`config.mk`:
```
export PLATFORM = sky130hd
export DESIGN_NAME = exe_stage_hs
export DESIGN_NICKNAME = d
export VERILOG_FILES = /design/src/rtl/exe_stage_hs.sv
export SDC_FILE = /design/constraint.sdc
export NUM_CORES = 1
export LEC_CHECK = 0
export ABC_AREA = 0
export CORE_MARGIN = 3
export CORE_UTILIZATION = 47
export DETAILED_ROUTE_END_ITERATION = 8
export GPL_TIMING_DRIVEN = 0
export PLACE_DENSITY = 0.83
export SETUP_SLACK_MARGIN = 0.02
export SYNTH_ARGS = -nofsm -noshare
export SYNTH_HDL_FRONTEND = slang
export SYNTH_SLANG_ARGS = --single-unit
```
`constraint.sdc`:
```
create_clock -name clk -period 3.41 [get_ports clk]
set_clock_uncertainty 0.1 [all_clocks]
set_input_delay 0.682 -clock clk [delete_from_list [all_inputs] [get_ports clk]]
set_output_delay 0.682 -clock clk [all_outputs]
set_load 0.005 [all_outputs]
```
`src/rtl/exe_stage_hs.sv`:
```
// Execute-stage output register with valid/ready handshake, result select, DIV/REM sequencing and store alignment.
// Single-cycle ops land in m_* one cycle after accept; multi-cycle ops accept in MC_DONE after the unit drops busy.
module exe_stage_hs #(
    parameter int DATA_WIDTH     = 32,
    parameter int REG_ADDR_WIDTH = 5,
    parameter int LOAD_OP_WIDTH  = 3
) (
    input  logic                      clk,
    input  logic                      rst_n,
    input  logic                      flush_i,
    input  logic                      e_valid_i,
    output logic                      e_ready_o,
    input  logic [DATA_WIDTH-1:0]     e_alu_result_i,
    input  logic                      e_mc_op_i,
    output logic                      mc_start_o,
    input  logic                      mc_busy_i,
    input  logic [DATA_WIDTH-1:0]     mc_result_i,
    output logic                      mc_abort_o,
    input  logic [1:0]                e_data_target_i,
    input  logic                      e_link_sel_i,
    input  logic [DATA_WIDTH-1:0]     e_pc4_i,
    input  logic [DATA_WIDTH-1:0]     e_brj_pc_i,
    input  logic [DATA_WIDTH-1:0]     e_regfile_rs2_i,
    input  logic [1:0]                e_store_size_i,
    input  logic [LOAD_OP_WIDTH-1:0]  e_load_op_i,
    input  logic                      e_data_wr_i,
    input  logic                      e_data_rd_i,
    input  logic [REG_ADDR_WIDTH-1:0] e_regfile_waddr_i,
    input  logic                      e_regfile_wr_i,
    output logic                      m_valid_o,
    input  logic                      m_ready_i,
    output logic [REG_ADDR_WIDTH-1:0] m_regfile_waddr_o,
    output logic [DATA_WIDTH-1:0]     m_regfile_rd_o,
    output logic                      m_regfile_wr_o,
    output logic [DATA_WIDTH-1:0]     m_data_addr_o,
    output logic [DATA_WIDTH-1:0]     m_data_wdata_o,
    output logic [DATA_WIDTH/8-1:0]   m_data_be_o,
    output logic                      m_data_wr_o,
    output logic                      m_data_rd_o,
    output logic [LOAD_OP_WIDTH-1:0]  m_load_op_o,
    output logic                      m_misaligned_o
);

    localparam int NB   = DATA_WIDTH / 8;
    localparam int OFFW = $clog2(NB);

    typedef enum logic [1:0] {IDLE, MC_WAIT, MC_DONE} state_t;

    state_t                  state;
    logic [DATA_WIDTH-1:0]   held_result;

    logic                    out_free;
    logic                    accept;
    logic [OFFW-1:0]         off;
    logic [1:0]              size;
    logic                    mem_access;
    logic                    size_misaligned;
    logic                    misaligned;
    logic [DATA_WIDTH-1:0]   store_word;
    logic [DATA_WIDTH-1:0]   sel_result;
    logic [DATA_WIDTH-1:0]   wb_result;
    logic [NB-1:0]           be_base;
    logic [NB-1:0]           be;

    assign out_free   = !m_valid_o || m_ready_i;
    assign e_ready_o  = !flush_i && out_free &&
                        ((state == IDLE && !e_mc_op_i) || state == MC_DONE);
    assign accept     = e_valid_i && e_ready_o;
    assign mc_start_o = !flush_i && state == IDLE && e_valid_i && e_mc_op_i;
    assign mc_abort_o = flush_i && state != IDLE;

    // Lane replication and alignment are keyed on the access size (store size or load size)
    always_comb begin
        size       = e_data_wr_i ? e_store_size_i : e_load_op_i[1:0];
        off        = e_alu_result_i[OFFW-1:0];
        mem_access = e_data_wr_i || e_data_rd_i;
        store_word = e_regfile_rs2_i;
        be_base    = '1;
        size_misaligned = 1'b0;
        case (size)
            2'd0: begin
                store_word      = {NB{e_regfile_rs2_i[7:0]}};
                be_base         = NB'(1);
            end
            2'd1: begin
                store_word      = {(NB/2){e_regfile_rs2_i[15:0]}};
                be_base         = NB'(3);
                size_misaligned = off[0];
            end
            2'd2: begin
                store_word      = {(NB/4){e_regfile_rs2_i[31:0]}};
                be_base         = NB'(15);
                size_misaligned = |off[1:0];
            end
            default: begin
                store_word      = e_regfile_rs2_i;
                be_base         = '1;
                size_misaligned = (DATA_WIDTH == 32) || (|off);
            end
        endcase
        misaligned = mem_access && size_misaligned;
        be         = (e_data_wr_i && !misaligned) ? (be_base << off) : '0;
    end

    always_comb begin
        sel_result = (state == MC_DONE) ? held_result : e_alu_result_i;
        case (e_data_target_i)
            2'd0:    wb_result = sel_result;
            2'd1:    wb_result = store_word;
            2'd2:    wb_result = '0;
            default: wb_result = e_link_sel_i ? e_pc4_i : e_brj_pc_i;
        endcase
    end

    always_ff @(posedge clk or negedge rst_n) begin
        if (!rst_n) begin
            state       <= IDLE;
            held_result <= '0;
        end else if (flush_i) begin
            state <= IDLE;
        end else begin
            case (state)
                IDLE: begin
                    if (e_valid_i && e_mc_op_i)
                        state <= MC_WAIT;
                end
                MC_WAIT: begin
                    if (!mc_busy_i) begin
                        held_result <= mc_result_i;
                        state       <= MC_DONE;
                    end
                end
                MC_DONE: begin
                    if (accept)
                        state <= IDLE;
                end
                default: state <= IDLE;
            endcase
        end
    end

    // Data fields only move on accept so a stalled or drained slot keeps its contents
    always_ff @(posedge clk or negedge rst_n) begin
        if (!rst_n) begin
            m_valid_o         <= 1'b0;
            m_regfile_waddr_o <= '0;
            m_regfile_rd_o    <= '0;
            m_regfile_wr_o    <= 1'b0;
            m_data_addr_o     <= '0;
            m_data_wdata_o    <= '0;
            m_data_be_o       <= '0;
            m_data_wr_o       <= 1'b0;
            m_data_rd_o       <= 1'b0;
            m_load_op_o       <= '0;
            m_misaligned_o    <= 1'b0;
        end else if (flush_i) begin
            m_valid_o <= 1'b0;
        end else if (accept) begin
            m_valid_o         <= 1'b1;
            m_regfile_waddr_o <= e_regfile_waddr_i;
            m_regfile_rd_o    <= wb_result;
            m_regfile_wr_o    <= e_regfile_wr_i && !misaligned;
            m_data_addr_o     <= e_alu_result_i;
            m_data_wdata_o    <= store_word;
            m_data_be_o       <= be;
            m_data_wr_o       <= e_data_wr_i && !misaligned;
            m_data_rd_o       <= e_data_rd_i && !misaligned;
            m_load_op_o       <= e_load_op_i;
            m_misaligned_o    <= misaligned;
        end else if (m_ready_i) begin
            m_valid_o <= 1'b0;
        end
    end

endmodule

```
Yosys cells after proc, flatten, opt, wreduce, memory -nomap -nowiden
Cells that the tools add are included.
- eq/ne operators: 9
- shift operators: 1
- mux-type cells: 16
- bitwise gates (word level): 2
- reduce and logical (&&, ||, !) cells: 29
- operator list (kind ; number):
    $pmux W32 S3 ; 1
    $mux W32 ; 2
    $pmux W32 S2 ; 1
    $logic_and A1 B1 Y1 ; 13
    $mux W2 ; 5
    $pmux W4 S2 ; 1
    $eq A2 B1 Y1 const B ; 3
    $eq A2 B2 Y1 const B ; 3
    $logic_not A2 Y1 ; 3
    $ne A3 B3 Y1 const B ; 2
    $pmux W2 S3 ; 1
    $reduce_and A3 Y1 ; 2
    $logic_not A1 Y1 ; 4
    $mux W4 ; 1
    $shl A4 B2 Y4 ; 1
    $logic_or A1 B1 Y1 ; 3
    $mux W1 ; 3
    $ne A3 B2 Y1 const B ; 1
    $pmux W1 S3 ; 1
    $reduce_bool A3 Y1 ; 1
    $not A1 Y1 ; 2
    $reduce_and A2 Y1 ; 1
    $reduce_bool A2 Y1 ; 1
    $reduce_or A2 Y1 ; 1
- bits in registers: 147

Depth between registers and ports, before layout
- word-level depth: 8
- mapped depth: 8
- mapped depth without buffers: 4

Least setup slack after synthesis
Ideal clock, no wire load.
- kind: input to register
- start point: input flush_i
- end point: register held_result[1]
- library setup time: 0.125 ns
- arrival: 1.857 ns
- data required time: 3.185 ns
- path slack: 1.328 ns
- stages: 4
- path buffers: 2
- cell sequence: clkbuf_1 -> nor4b_2 -> buf_2 -> mux2_2
- cells in the longest elaborated chain, start to end: 2
- RTL lines (item ; RTL line ; source):
    start, declared ; 10 ; input logic flush_i,
    $not A1 Y1 (no source line) ; -- ;
    $reduce_and A3 Y1 (no source line) ; -- ;
    end signal, assigned ; 129 ; held_result <= mc_result_i;
    end, declared ; 50 ; logic [DATA_WIDTH-1:0] held_result;
Every way passes these cells.
A chain may end at the register's enable or synchronous reset.

Worst setup path after layout
- start point: input e_valid_i
- end point: output mc_start_o
- cells in the longest elaborated chain, start to end: 2
- RTL lines (item ; RTL line ; source):
    start, declared ; 11 ; input logic e_valid_i,
    $logic_and A1 B1 Y1 (2 in a row) ; 69 ; assign mc_start_o = !flush_i && state == IDLE && e_valid_i && e_mc_op_i;
    end, declared ; 15 ; output logic mc_start_o,
Every way passes these cells.

==> flow_summary.toml <==
[setup_path]
crit_path_top_delay_cell = "clkdlybuf4s50_1"
path_max_fanout = 3
critPathLaunch = "e_valid_i"
endpoint = "mc_start_o"
reg2reg_to = "m_regfile_rd_o[28]"
worst_setup_path_start_kind = "input port"
rrSetupSlack_ns = 1.04
r2r_cells = 6
cp_top_family = "buffers and inverters"
crit_cells = 4
worst-path-buf-inv = 2
endpoint_kind = "output pin"
timing.rr.start = "state[0]"
path_class = "input port to output pin"
crit_path_max_incr_delay_ns = 0.56
crit_chain = "clkdlybuf4s50_1 -> nand2_1 -> nor4_1 -> clkdlybuf4s50_1"
required_ns = 2.63
crit_arrival_ns = 2.01
cp_common_cell = "clkdlybuf4s50_1"

[power]
p_int_mw = 4.28
pwr-share-clk = 0.317
power.density_nw_per_um2 = 528
irDropWorstVdd_mv = 0.353
switchingPower_mw = 1.67
swShare = 0.281
finalPower_mw = 5.95
pwr-share-seq = 0.399
combPwrFrac = 0.284
p_leak_nw = 5.03

[route]
drc = 0
routed_wl_mm = 28.3
vias = 7226
drt_first_pass_iters = 5
drt_iter0_drc = 533
wire_per_inst_um = 21.9
drtAntennaViolNets = 0
wl_met1_mm = 10.7
highest_layer = "met4"
wl_met3_mm = 2.71
vias_per_cell = 5.60
dr_wl_met2_mm = 13.9

[cells_and_area]
fillerInstances = 1155
final_area_um2 = 11300
nNetsFinal = 1248
fin_util = 0.733
syn2layout_area_growth_pct = 51.3
drive_gt1_frac = 0.139

[place]
portBuffers = 293
dpl.hpwl_mm = 21.7
dp_slack_ns = 0.460
gp_congestion = 0.973
placed_cell_area_um2 = 10700

[cts]
cts_tree = "built"
insertion_delay_ns = 0.42
clk_pin_slew_ns = 0.06
cts_made_buffers = 17
cts_sinks = 147
ctsResizeCount = 0
cts-root-buf = "clkbuf_16"
postCtsSetupBuffers = 0
hold_buffers = 0
clockBufferDepth = 2
htree_num_levels = 4

[synth]
synthArstFlopShare = 1.00
synth_nets = 935
yosys_warnings = 0
avgSynthCellArea_um2 = 9.91
ys_seq_elements = 147
synth-seq-area-share = 0.494
synthTopCellsByArea = "dfrtp_1 49%, mux2_2 11%, nand2_1 11%"
synth-edff-count = 0
syn_inst = 752
synth_top_area_share = 0.494
synthesis.area_um2 = 7450
ys_types = 45
synth.most_common_cell = "nand2_1"
synth_ff_type = "dfrtp_1"
synthTopCellsByCount = "217 x nand2_1, 147 x dfrtp_1, 74 x mux2_2"
synth_largest_area_cell = "dfrtp_1"

[global_route]
grt_max_degree = 81
grt_pass1_vias = 7485
grt_pass1_wl_mm = 42.7
gr-total-overflow = 0
antenna_found_initial = 0
grtUsageTotal = 0.320

[sta]
setup-tns-final_ns = 0
fin_ws_ns = 0.622
fmax_mhz = 359
tightest_slew_ns = 0.766
finalHoldViolations = 0
max_slew_margin = 0.490
min_period_over_period = 0.818
rsz0062_at_grt = "no"
period_minus_slack_ns = 2.79
setup_viol = 0
report.final.slew_viol_count = 0

[die]
fp.dieArea_um2 = 17400
coreArea_um2 = 15400
initial_utilization = 0.485
die_y_um = 132
io_pins = 299
fp.dieW_um = 132
row_count = 45

[run_status]
status = "finished clean"

[worst_hold_path]
min_path_type = "input port to async pin"

[job]
maxCapViolations = 0
-- sequential cells by signal (all words and copies together), names as in the netlist --
name	flops
held_result	32
m_data_addr_o	32
m_data_be_o	4
m_data_rd_o	1
m_data_wdata_o	32
m_data_wr_o	1
m_load_op_o	3
m_misaligned_o	1
m_regfile_rd_o	32
m_regfile_waddr_o	5
m_regfile_wr_o	1
m_valid_o	1
state	2
-- layout make-up --
class / count / area (µm²) / area share
sequential: 147 / 3680 / 0.326
multi-input combinational: 544 / 3470 / 0.308
timing repair buffer: 294 / 2960 / 0.263
clock buffer: 21 / 460 / 0.0408
buffer: 58 / 293 / 0.0260
tap: 211 / 264 / 0.0234
clock inverter: 11 / 129 / 0.0114
inverter: 3 / 11.3 / 0.000999
antenna: 2 / 5.00 / 0.000444
-- placed cells by master (no fill, tap or decap), types with 9 or more instances in the layout --
cell type / instances
clkbuf_1: 25
a21oi_1: 26
and3_1: 9
mux2i_1: 49
mux2_2: 74
a211oi_1: 10
nor2_1: 26
dfrtp_1: 147
o21a_1: 10
clkdlybuf4s50_1: 292
nand2_1: 217
o21ai_0: 51
buf_2: 27
clkbuf_16: 17
-- how the worst min path moves through the flow --
| stage | to | slack (ns) | depth (start not counted) |
|---|---|---|---|
| final | m_data_wr_o | 0.19 | 1 |
| after global placement | m_data_addr_o[5] | 0.36 | 2 |
| after detailed placement | m_data_addr_o[7] | 0.36 | 2 |
| after floorplan | held_result[0] | 0.29 | 0 |
| after CTS | m_regfile_waddr_o[3] | 0.23 | 1 |
| after global routing | m_data_addr_o[31] | 0.25 | 1 |
-- power groups by stage --
stage | sequential (mW) | combinational (mW) | clock [mW]
6_report | 2.38 | 1.69 | 1.89
5_1_grt | 2.42 | 1.81 | 1.96
4_1_cts | 2.37 | 1.69 | 1.89
3_5_place_dp | 2.39 | 1.68 | 0
3_3_place_gp | 2.38 | 1.64 | 0
2_1_floorplan | 2.39 | 0.574 | 0
-- logic make-up after synthesis --
| kind of cell | Yosys count | share of synthesized area |
|---|---|---|
| buffers and inverters | 61 | 0.0408 |
| DFF | 147 | 0.494 |
| and+or+nand+nor | 269 | 0.147 |
| muxes | 127 | 0.187 |
| AOI/OAI and AO/OA | 148 | 0.132 |
-- metal layers --
layer,track usage,vias up
met1,0.390,3507
met4,0.117,0
li1,-,3237
met5,0,-
met3,0.0958,73
met2,0.540,409
-- through the flow --
step	std cells	hold slack, ns
6_report	1291	0.190
2_1_floorplan	752	0.286
5_1_grt	1289	0.253
3_3_place_gp	1256	0.357
3_5_place_dp	1257	0.362
4_1_cts	1289	0.230
No activity file was read; power rests on OpenSTA's default activity.
